### src/rtl/ram_port_arb_pkg.sv
// rtl/ram_port_arb_pkg.sv - default parameters and round-robin index helper for ram_port_arb
package ram_port_arb_pkg;

    localparam int DefNrHosts        = 2;
    localparam int DefDataWidth      = 32;
    localparam int DefAddrWidth      = 32;
    localparam int DefMaxOutstanding = 2;

    function automatic int rr_index(input int base, input int offset, input int n);
        return (base + offset) % n;
    endfunction

endpackage

### src/rtl/ram_port_arb_if.sv
// rtl/ram_port_arb_if.sv - host-side and device-side bus bundle for ram_port_arb
interface ram_port_arb_if
    import ram_port_arb_pkg::*;
#(
    parameter int NrHosts   = DefNrHosts,
    parameter int DataWidth = DefDataWidth,
    parameter int AddrWidth = DefAddrWidth
);

    logic [NrHosts-1:0]     host_req_i;
    logic [NrHosts-1:0]     host_gnt_o;
    logic [AddrWidth-1:0]   host_addr_i  [NrHosts];
    logic [NrHosts-1:0]     host_we_i;
    logic [DataWidth/8-1:0] host_be_i    [NrHosts];
    logic [DataWidth-1:0]   host_wdata_i [NrHosts];
    logic [NrHosts-1:0]     host_rvalid_o;
    logic [DataWidth-1:0]   host_rdata_o;
    logic                   host_err_o;

    logic                   dev_req_o;
    logic                   dev_gnt_i;
    logic [AddrWidth-1:0]   dev_addr_o;
    logic                   dev_we_o;
    logic [DataWidth/8-1:0] dev_be_o;
    logic [DataWidth-1:0]   dev_wdata_o;
    logic                   dev_rvalid_i;
    logic [DataWidth-1:0]   dev_rdata_i;
    logic                   dev_err_i;

    logic                   unexp_rsp_o;

    // slave: the arbiter's view
    modport slave (
        input  host_req_i, host_addr_i, host_we_i, host_be_i, host_wdata_i,
        output host_gnt_o, host_rvalid_o, host_rdata_o, host_err_o,
        output dev_req_o, dev_addr_o, dev_we_o, dev_be_o, dev_wdata_o,
        input  dev_gnt_i, dev_rvalid_i, dev_rdata_i, dev_err_i,
        output unexp_rsp_o
    );

    modport master (
        output host_req_i, host_addr_i, host_we_i, host_be_i, host_wdata_i,
        input  host_gnt_o, host_rvalid_o, host_rdata_o, host_err_o,
        input  dev_req_o, dev_addr_o, dev_we_o, dev_be_o, dev_wdata_o,
        output dev_gnt_i, dev_rvalid_i, dev_rdata_i, dev_err_i,
        input  unexp_rsp_o
    );

endinterface

### src/rtl/ram_port_arb_id_fifo.sv
// rtl/ram_port_arb_id_fifo.sv - in-order FIFO of granted host IDs awaiting a response
module ram_port_arb_id_fifo
    import ram_port_arb_pkg::*;
#(
    parameter int Width = 1,
    parameter int Depth = 2
) (
    input  logic             clk_i,
    input  logic             rst_i,
    input  logic             push,
    input  logic             pop,
    input  logic [Width-1:0] data,
    output logic             full,
    output logic             empty,
    output logic [Width-1:0] head
);

    localparam int PtrW = (Depth > 1) ? $clog2(Depth) : 1;
    localparam int CntW = $clog2(Depth + 1);

    logic [Width-1:0] mem [Depth];
    logic [PtrW-1:0]  wr_ptr_q;
    logic [PtrW-1:0]  rd_ptr_q;
    logic [CntW-1:0]  cnt_q;

    function automatic logic [PtrW-1:0] next_ptr(input logic [PtrW-1:0] p);
        return (p == PtrW'(Depth - 1)) ? '0 : p + 1'b1;
    endfunction

    always_ff @(posedge clk_i) begin
        if (push) begin
            mem[wr_ptr_q] <= data;
        end
    end

    // Push while full is only issued together with a pop, so the slot being
    // overwritten is the head that leaves this cycle.
    always_ff @(posedge clk_i) begin
        if (rst_i) begin
            wr_ptr_q <= '0;
            rd_ptr_q <= '0;
            cnt_q    <= '0;
        end else begin
            if (push) begin
                wr_ptr_q <= next_ptr(wr_ptr_q);
            end
            if (pop) begin
                rd_ptr_q <= next_ptr(rd_ptr_q);
            end
            if (push && !pop) begin
                cnt_q <= cnt_q + 1'b1;
            end else if (pop && !push) begin
                cnt_q <= cnt_q - 1'b1;
            end
        end
    end

    assign full  = (cnt_q == CntW'(Depth));
    assign empty = (cnt_q == '0);
    assign head  = mem[rd_ptr_q];

endmodule

### src/rtl/ram_port_arb.sv
// rtl/ram_port_arb.sv - round-robin arbiter sharing one single-port memory between several hosts
module ram_port_arb
    import ram_port_arb_pkg::*;
#(
    parameter int NrHosts        = DefNrHosts,
    parameter int DataWidth      = DefDataWidth,
    parameter int AddrWidth      = DefAddrWidth,
    parameter int MaxOutstanding = DefMaxOutstanding
) (
    input  logic         clk_i,
    input  logic         rst_i,
    ram_port_arb_if.slave bus
);

    localparam int IdW = $clog2(NrHosts);

    logic [IdW-1:0]     last_q;
    logic [IdW-1:0]     win;
    logic [IdW-1:0]     cand;
    logic               found;
    logic [IdW-1:0]     head;
    logic               any_req;
    logic               can_issue;
    logic               dev_req;
    logic               handshake;
    logic               pop;
    logic               full;
    logic               empty;
    logic               unexp_q;
    logic [NrHosts-1:0] gnt;
    logic [NrHosts-1:0] rvalid;

    // Search starts one past the last winner so every requester gets a turn.
    always_comb begin
        win   = last_q;
        cand  = last_q;
        found = 1'b0;
        for (int k = 1; k <= NrHosts; k++) begin
            cand = IdW'(rr_index(int'(last_q), k, NrHosts));
            if (!found && bus.host_req_i[cand]) begin
                win   = cand;
                found = 1'b1;
            end
        end
    end

    assign any_req   = |bus.host_req_i;
    assign can_issue = !full || bus.dev_rvalid_i;
    assign dev_req   = any_req && can_issue;
    assign handshake = dev_req && bus.dev_gnt_i;
    assign pop       = bus.dev_rvalid_i && !empty;

    always_comb begin
        gnt    = '0;
        rvalid = '0;
        if (handshake) begin
            gnt[win] = 1'b1;
        end
        if (pop) begin
            rvalid[head] = 1'b1;
        end
    end

    assign bus.dev_req_o     = dev_req;
    assign bus.dev_addr_o    = bus.host_addr_i[win];
    assign bus.dev_we_o      = bus.host_we_i[win];
    assign bus.dev_be_o      = bus.host_be_i[win];
    assign bus.dev_wdata_o   = bus.host_wdata_i[win];
    assign bus.host_gnt_o    = gnt;
    assign bus.host_rvalid_o = rvalid;
    assign bus.host_rdata_o  = bus.dev_rdata_i;
    assign bus.host_err_o    = bus.dev_err_i;
    assign bus.unexp_rsp_o   = unexp_q;

    always_ff @(posedge clk_i) begin
        if (rst_i) begin
            last_q  <= IdW'(NrHosts - 1);
            unexp_q <= 1'b0;
        end else begin
            if (handshake) begin
                last_q <= win;
            end
            if (bus.dev_rvalid_i && empty) begin
                unexp_q <= 1'b1;
            end
        end
    end

    ram_port_arb_id_fifo #(
        .Width (IdW),
        .Depth (MaxOutstanding)
    ) u_id_fifo (
        .clk_i (clk_i),
        .rst_i (rst_i),
        .push  (handshake),
        .pop   (pop),
        .data  (win),
        .full  (full),
        .empty (empty),
        .head  (head)
    );

endmodule
### src/flat_wrapper.sv
// flat-port wrapper written by rule: the top's interface ports become plain ports
module ram_port_arb_flat import ram_port_arb_pkg::*;
#(
    parameter int NrHosts        = DefNrHosts,
    parameter int DataWidth      = DefDataWidth,
    parameter int AddrWidth      = DefAddrWidth,
    parameter int MaxOutstanding = DefMaxOutstanding
)
  (clk_i, rst_i, bus_host_req_i, bus_host_addr_i, bus_host_we_i, bus_host_be_i, bus_host_wdata_i, bus_host_gnt_o, bus_host_rvalid_o, bus_host_rdata_o, bus_host_err_o, bus_dev_req_o, bus_dev_addr_o, bus_dev_we_o, bus_dev_be_o, bus_dev_wdata_o, bus_dev_gnt_i, bus_dev_rvalid_i, bus_dev_rdata_i, bus_dev_err_i, bus_unexp_rsp_o);
  ram_port_arb_if #(.NrHosts(NrHosts), .DataWidth(DataWidth), .AddrWidth(AddrWidth)) bus_i ();
  input  logic clk_i;
  input  logic rst_i;
  input wire logic [$bits(bus_i.host_req_i)-1:0] bus_host_req_i;
  input wire logic [$bits(bus_i.host_addr_i)-1:0] bus_host_addr_i;
  input wire logic [$bits(bus_i.host_we_i)-1:0] bus_host_we_i;
  input wire logic [$bits(bus_i.host_be_i)-1:0] bus_host_be_i;
  input wire logic [$bits(bus_i.host_wdata_i)-1:0] bus_host_wdata_i;
  output wire logic [$bits(bus_i.host_gnt_o)-1:0] bus_host_gnt_o;
  output wire logic [$bits(bus_i.host_rvalid_o)-1:0] bus_host_rvalid_o;
  output wire logic [$bits(bus_i.host_rdata_o)-1:0] bus_host_rdata_o;
  output wire logic [$bits(bus_i.host_err_o)-1:0] bus_host_err_o;
  output wire logic [$bits(bus_i.dev_req_o)-1:0] bus_dev_req_o;
  output wire logic [$bits(bus_i.dev_addr_o)-1:0] bus_dev_addr_o;
  output wire logic [$bits(bus_i.dev_we_o)-1:0] bus_dev_we_o;
  output wire logic [$bits(bus_i.dev_be_o)-1:0] bus_dev_be_o;
  output wire logic [$bits(bus_i.dev_wdata_o)-1:0] bus_dev_wdata_o;
  input wire logic [$bits(bus_i.dev_gnt_i)-1:0] bus_dev_gnt_i;
  input wire logic [$bits(bus_i.dev_rvalid_i)-1:0] bus_dev_rvalid_i;
  input wire logic [$bits(bus_i.dev_rdata_i)-1:0] bus_dev_rdata_i;
  input wire logic [$bits(bus_i.dev_err_i)-1:0] bus_dev_err_i;
  output wire logic [$bits(bus_i.unexp_rsp_o)-1:0] bus_unexp_rsp_o;
  assign bus_i.host_req_i = bus_host_req_i;
  assign bus_i.host_addr_i = {>>{bus_host_addr_i}};
  assign bus_i.host_we_i = bus_host_we_i;
  assign bus_i.host_be_i = {>>{bus_host_be_i}};
  assign bus_i.host_wdata_i = {>>{bus_host_wdata_i}};
  assign bus_host_gnt_o = bus_i.host_gnt_o;
  assign bus_host_rvalid_o = bus_i.host_rvalid_o;
  assign bus_host_rdata_o = bus_i.host_rdata_o;
  assign bus_host_err_o = bus_i.host_err_o;
  assign bus_dev_req_o = bus_i.dev_req_o;
  assign bus_dev_addr_o = bus_i.dev_addr_o;
  assign bus_dev_we_o = bus_i.dev_we_o;
  assign bus_dev_be_o = bus_i.dev_be_o;
  assign bus_dev_wdata_o = bus_i.dev_wdata_o;
  assign bus_i.dev_gnt_i = bus_dev_gnt_i;
  assign bus_i.dev_rvalid_i = bus_dev_rvalid_i;
  assign bus_i.dev_rdata_i = bus_dev_rdata_i;
  assign bus_i.dev_err_i = bus_dev_err_i;
  assign bus_unexp_rsp_o = bus_i.unexp_rsp_o;
  ram_port_arb #(.NrHosts(NrHosts), .DataWidth(DataWidth), .AddrWidth(AddrWidth), .MaxOutstanding(MaxOutstanding)) u_core (.clk_i(clk_i), .rst_i(rst_i), .bus(bus_i));
endmodule
### config.mk
export PLATFORM = sky130hd
export DESIGN_NAME = ram_port_arb_flat
export DESIGN_NICKNAME = d
export VERILOG_FILES = /design/src/rtl/ram_port_arb_pkg.sv /design/src/rtl/ram_port_arb_if.sv /design/src/rtl/ram_port_arb_id_fifo.sv /design/src/rtl/ram_port_arb.sv /design/src/flat_wrapper.sv
export SDC_FILE = /design/constraint.sdc
export NUM_CORES = 1
export LEC_CHECK = 0
export CAP_MARGIN = 20
export CORE_AREA = 2 2 110 112
export DETAILED_ROUTE_END_ITERATION = 7
export DIE_AREA = 0 0 112 114
export HOLD_SLACK_MARGIN = 0.15
export SLEW_MARGIN = 10
export SYNTH_ARGS = -nofsm -noshare
export SYNTH_HDL_FRONTEND = slang
export SYNTH_SLANG_ARGS = --single-unit
export TNS_END_PERCENT = 100
### constraint.sdc
create_clock -name clk_i -period 1.6 [get_ports clk_i]
set_input_delay 0.32 -clock clk_i [delete_from_list [all_inputs] [get_ports clk_i]]
set_output_delay 0.32 -clock clk_i [all_outputs]
set_load 0.02 [all_outputs]
==> results.md, run 1 <==
* Violation count after the first detailed-route iteration at 21
* Setup Crit Path Kind: reg2out
* Number of max-cap violations at 0
* Largest fanout on the critical path at 7
* Gate power share at 0.724
* Period Utilization, post-route at 1.21
* Count of final hold-check violations at 0
* Synthesized Nets at 333
* CP startpoint kind: flip-flop
* Final WS setup at -0.331 ns
* Slew @ Worst Pin at 0.238 ns
* Clock Latency Late Sink at 0.23 ns
* Wire length on met2 at 4270 um
* Max Clk Rate at 518 MHz
* Area contributors post-synth: mux2_2, buf_4, mux2_1
* Die H at 114 um
* Nets at 542
* Register area share after synthesis at 0.131
* H-tree depth at 1
* M1 WL at a little over 3000 um
* Routed vias at roughly 2000
* Setup Viol. Count Final at ~70
* Initial Utilization at 0.131
* Vias in the first global route at 2098
* Leakage at 1.67 nW
* Flop pwr share at 0.121
* Remaining antenna violation count at 0
* Antenna diode count at 0
* Synthesized cell area at 1530 sq um
* Hold Crit Class: in2reg
* Die area at 12800 sq um
* Num CTS Buffers at 3
* Critical path buffers and inverters at 4
* CTS tree: done
* Status: finished, violations left
* Yosys warning total at 0
* Yosys top cell area share at 0.404
* Req. time, crit path at 1.28 ns
* Min Hold Slack at about 0.44 ns
* DR top layer: met4
* Total gr overflow at 0
* Slowest CP cell: dfxtp_4
* CP Cell Sequence: o21ai_4, buf_12, buf_12, buf_16, mux2_4, buf_6
* PwrDens at 730 nW/um^2
* Final routed DRC violation total at 0
* Clk_skew at a little over 0.001 ns
* Sink Count at 9
* Post-layout util at 0.333
* Final TNS setup at -20.01 ns
* Max Slew Vio Count at 0
* Hold-fix buffers, CTS at 0
* Initial antenna violation count at 0
* Violated checks: negative setup slack
* FF+latch count, synth at 9
* Syn Area/Cell at approximately 9.9 sq um
* Layout cells sized above 1 at 0.496
* CTS Buffer Depth at 2
* Syn Inst Count at 155
* Cell Rows at 40
* Clk pwr share at 0.155
* Fin crit period at 1.93 ns
* DP Wirelength at 6500 um
* CP dominant cell by count: buf_12
* Final wirelength at approximately 8000 um
* Worst slew margin at 0.839
* DR pass1 iterations at 4
* Internal at 1.83 mW
* RSZ-0062 raised after global routing: true
* P_sw at approximately 1.0 mW
* Ports at 285
* CTS root buf: clkbuf_16
* Area grow syn2layout at 155%
* Vias/cell at 3.82
* Die extent in x at roughly 110 um
* Overall routing resource usage at 0.116
* CP delay by family, top: buffers and inverters
* Count of input and output buffers at approximately 220
* Worst Path Arrival at ~1.6 ns
* DP Worst Slack at -0.976 ns
* Largest net degree at the start of global routing at 18
* Netlist cell types at 25
* WL/cell at 16.0 um
* First-pass GRT wire length at about 12000 um
* Nature of the critical path endpoint: output pin
* Core area at around 12000 sq um
* Max incr delay on CP at 0.36 ns
* RD Place Congestion at between 0.6 and 0.7
* Cell taking the most area after synthesis: mux2_2
* VDD IR max at 0.431 mV
* Routed length on met3 at 732 um
* Sw Ratio at 0.358
* Worst-path clk slew at approximately 0.04 ns
==> cell families after synthesis <==
group / share of synthesized area
mux: 0.513
buf+inv: 0.220
simple gates: 0.0702
compound gates: 0.0400
flops: 0.131
xor+xnor: 0.0171
fa+ha+maj: 0.00816
==> power by group through the flow <==
stage	Sequential, mW	Clock (mW)	Combinational, mW
CTS	0.343	0.453	1.98
finish	0.346	0.442	2.06
detailed placement	0.344	0	1.86
global route	0.354	0.473	2.20
global placement	0.339	0	1.84
floorplan	0.359	0	0.987
==> worst register-to-register path, cell delays in order (launching register included) <==
cell	delay (ns)
dfxtp_2	0.33
nor3b_4	0.21
buf_6	0.15
nor2_4	0.04
ha_4	0.17
xor2_2	0.17
or3_4	0.38
a21oi_2	0.14
==> synthesized netlist by cell type (all sizes together) <==
| master | instances |
|---|---|
| nor3 | 1 |
| xor2 | 3 |
| nor4b | 1 |
| nor2 | 10 |
| buf | 41 |
| dfxtp | 7 |
| nor3b | 1 |
| nand2 | 1 |
| a21oi | 5 |
| and2 | 1 |
| edfxtp | 2 |
| or3 | 2 |
| nor2b | 1 |
| o21ai | 5 |
| mux2i | 1 |
| inv | 2 |
| nand3b | 1 |
| mux2 | 69 |
| ha | 1 |
==> layout make-up <==
cell class,count,area (sq um)
Sequential cell,9,206
Multi-Input combinational cell,103,1150
Fill cell,1245,7810
Tap cell,147,184
Clock buffer,4,78.8
Inverter,2,7.51
Timing Repair Buffer,245,2280
==> metal layers <==
metal	vias up	GRT usage
met1	881	0.137
met5	-	0
li1	931	-
met2	132	0.213
met3	6	0.0319
met4	0	0.0228
==> per-stage QoR <==
| step | power [mW] | cell area, sq um | instances |
|---|---|---|---|
| 3_3_place_gp | 2.18 | 3710 | 494 |
| 5_1_grt | 3.03 | 3900 | 510 |
| 2_1_floorplan | 1.35 | 1540 | 155 |
| 6_report | 2.85 | 3900 | 510 |
| 4_1_cts | 2.78 | 3840 | 510 |
| 3_5_place_dp | 2.20 | 3710 | 494 |
==> what timing repair did <==
action                                  CTS  global route
pin swaps                                 4             6
gates cloned                              4             0
gates resized for setup                 362            42
endpoints found under the setup margin   78            74
buffers inserted                          8             4
==> layout by cell type (no fill, tap or decap), types with 2 or more instances in the layout <==
master             n
dfxtp_2            2
buf_12             4
clkbuf_2           3
buf_2             47
mux2_1            10
edfxtp_1           2
mux2_2            36
clkbuf_16          3
dfxtp_1            4
mux2_4            23
clkdlybuf4s50_1  140
nor2_1             9
xor2_1             2
o21ai_4            3
buf_16             3
buf_4             21
buf_6             24
a21oi_1            4
==> final timing paths <==
path | from | end | slack, ns | depth (start not counted)
worst max-delay path | u_core.last_q | bus_dev_addr_o[17] | -0.33 | 6
worst min-delay path | bus_dev_rvalid_i | u_core.bus.unexp_rsp_o | 0.44 | 3
worst max register to register | u_core.u_id_fifo.cnt_q[0] | u_core.u_id_fifo.cnt_q[1] | -0.06 | 7
worst min register to register | u_core.u_id_fifo.wr_ptr_q | u_core.u_id_fifo.wr_ptr_q | 0.48 | 2
Power figures use the tool's default switching activity.
==> inputs of run 2 (changes only) <==
- CORE_AREA: 2 2 110 112 -> 2 2 109 111
- DIE_AREA: 0 0 112 114 -> 0 0 111 113
- DONT_BUFFER_PORTS: unset -> 1
- SYNTH_HIERARCHICAL: unset -> 1
==> run 2 against run 1 <==
Effect of this change:
- the run still ends with negative setup slack left
- synthesized area rose by 2.0%
- combinational power fell by 29%
- clock-buffer cell count did not move
- sequential cell count did not move
- critical endpoint is now bus_dev_wdata_o[11]
==> results.md, run 2 <==
* Min Hold Slack at 0.158 ns
* Flop pwr share at 0.161
* DR pass1 iterations at 4
* Vias/cell at 4.14
* Final wirelength at 5580 um
* Core area at about 11000 sq um
* Slowest CP cell: mux2_4
* Max Slew Vio Count at 0
* Internal at 1.38 mW
* FF+latch count, synth at 9
* CP Cell Sequence: o21ai_4, buf_12, buf_16, mux2_4
* Clk pwr share at 0.192
* Yosys warning total at 6
* Design Area, Final at 2070 sq um
* Commonest non-fill, non-tap cell in the layout: mux2_4
* CTS tree: done
* Placed instance area at 1530 sq um
* Post-Layout Cell Count at ~280
* Leakage at between 0.9 and 1 nW
* Cell taking the most area after synthesis: mux2_2
* Number of max-cap violations at 0
* Register area share after synthesis at 0.128
* Period Utilization, post-route at 1.11
* Total power at 2.28 mW
* Area grow syn2layout at 32.4%
* CP startpoint kind: flip-flop
* Register area at 209 sq um
* Most frequent cells after synthesis: mux2_2, buf_4, mux2_4
* Violation count after the first detailed-route iteration at 27
* VDD IR max at 0.745 mV
* Netlist cell types at 24
* FILL cells at 1208
* Die extent in x at 111 um
* Worst-path clk slew at 0.04 ns
* Req. time, crit path at between 1 and 1.5 ns
* DP Worst Slack at -0.0608 ns
* Synthesized Nets at 331
* Vias in the first global route at around 1200
* Footprint of the multi-input gates at 1340 sq um
* CTS Buffer Depth at 2
* WL/cell at 20.1 um
* Largest fanout on the critical path at 16
* Yosys top cell area share at 0.446
* Synth Flop Type: dfxtp_1
* Clk_skew at about 0.00089 ns
* Ys async rst share at 0
* Remaining antenna violation count at 0
* Count of final hold-check violations at 0
* Area contributors post-synth: mux2_2, buf_4, dfxtp_1
* Violated checks: negative setup slack
* Slew @ Worst Pin at 0.235 ns
* Status: finished, violations left
* Final WS setup at -0.181 ns
* Most frequent cells in the layout: mux2_4, buf_4, nor2_1
* Max incr delay on CP at 0.38 ns
* Setup Viol. Count Final at 72
* Placed cells at 265
* Final routed DRC violation total at 0
* Nets at 314
* Sink Count at 9
* RSZ-0062 raised after global routing: true
* Hold Crit Class: in2reg
* Initial antenna violation count at 0
* Die area at between 10000 and 15000 sq um
* Largest net degree at the start of global routing at 21
* Layout cells sized above 1 at 0.800
* Num CTS Buffers at 3
* Sw Ratio at 0.392
* Fin crit period at roughly 1.8 ns
* CTS root buf: clkbuf_16
* Setup Crit Path Kind: reg2out
* Max Clk Rate at 562 MHz
* H-tree depth at 1
* Syn Area/Cell at just over 10 sq um
* Total gr overflow at 0
* Routed vias at 1151
* Synthesized cell area at 1560 sq um
* Syn Inst Count at about 150
* P_sw at 0.893 mW
* Worst slew margin at 0.842
* Nature of the critical path endpoint: output pin
* DP Wirelength at 4420 um
* Antenna diode count at 0
* Worst Path Arrival at 1.46 ns
* Gate power share at 0.647
* Initial Utilization at 0.139
* First-pass GRT wire length at about 6700 um
* Die H at 113 um
* Ports at 285
* Count of input and output buffers at 0
* Clock Latency Late Sink at 0.23 ns
* Cell Rows at 39
* Count leader, synth: mux2_2
* PwrDens at 1100 nW/um^2
* Final TNS setup at -11.42 ns
* EDFF count, synth at 2
* Post-layout util at 0.184
* Overall routing resource usage at 0.0698
* RD Place Congestion at approximately 0.75
-- run 2: cell types whose count changed after synthesis, moves of 2 or more --
cell and delta:
mux2_1 -14, mux2_4 +8, mux2_2 +7, nor2_1 -3
and2_1 +2, nor2b_1 +2, o21ai_0 -2, xnor2_1 +2
-- run 2: final timing paths --
check / slack [ns] / endpoint / from / cells after the start
worst max-delay path: -0.18 / bus_dev_wdata_o[11] / u_core/last_q / 4
worst min-delay path: 0.16 / u_core/bus.unexp_rsp_o / rst_i / 1
worst max register to register: -0.15 / u_core/u_id_fifo/cnt_q[1] / u_core/u_id_fifo/cnt_q[0] / 8
worst min register to register: 0.51 / flip-flop / u_core/u_id_fifo/rd_ptr_q / 2
-- run 2: cell families (layout without fill, tap and decap cells) --
kind of cell,count (synthesis),count (layout),share of synthesized area
AOI/OAI and AO/OA,7,7,0.0312
DFF,9,9,0.128
adders and majority gates,1,1,0.00800
buffers and inverters,42,24,0.214
and+or+nand+nor,20,20,0.0736
xor gates and xnor gates,4,4,0.0224
muxes,70,70,0.523
-- run 2: final cells by class --
cell class	count	area share
clock buffer	4	0.0381
inverter	2	0.00363
multi-input combinational	102	0.647
sequential	9	0.101
tap	143	0.0864
timing repair buffer	18	0.124
-- run 2: worst max-delay path: cells and delay by family, from the launching register on --
kind            cells  cell delay (ns)
compound gates      1             0.16
mux                 1             0.38
buf+inv             2             0.32
flops               1             0.36
-- run 2: per-layer routing --
metal	share of wire	track usage	routed length, um	up-vias
met2	0.52	0.133	2930	148
met5	0	0	0	-
met1	0.34	0.0689	1890	525
li1	-	-	-	466
met3	0.11	0.0273	635	12
met4	0.025	0.0242	137	0
-- run 2: timing repair --
item	in CTS	in global routing
endpoints found under the hold margin	2	2
resized for setup	64	23
setup endpoints to repair	74	74
pin swaps	2	2
buffers inserted	2	2
hold buffers	1	1
cloned	2	1
-- run 2: power groups by stage --
stage                     sequential [mW]  clock (mW)  combinational [mW]
after floorplan                     0.348           0                1.04
after global placement              0.346           0                1.05
after detailed placement            0.351           0                1.07
after CTS                           0.355       0.447                1.32
after global routing                0.377       0.461                1.54
final                               0.367       0.437                1.47
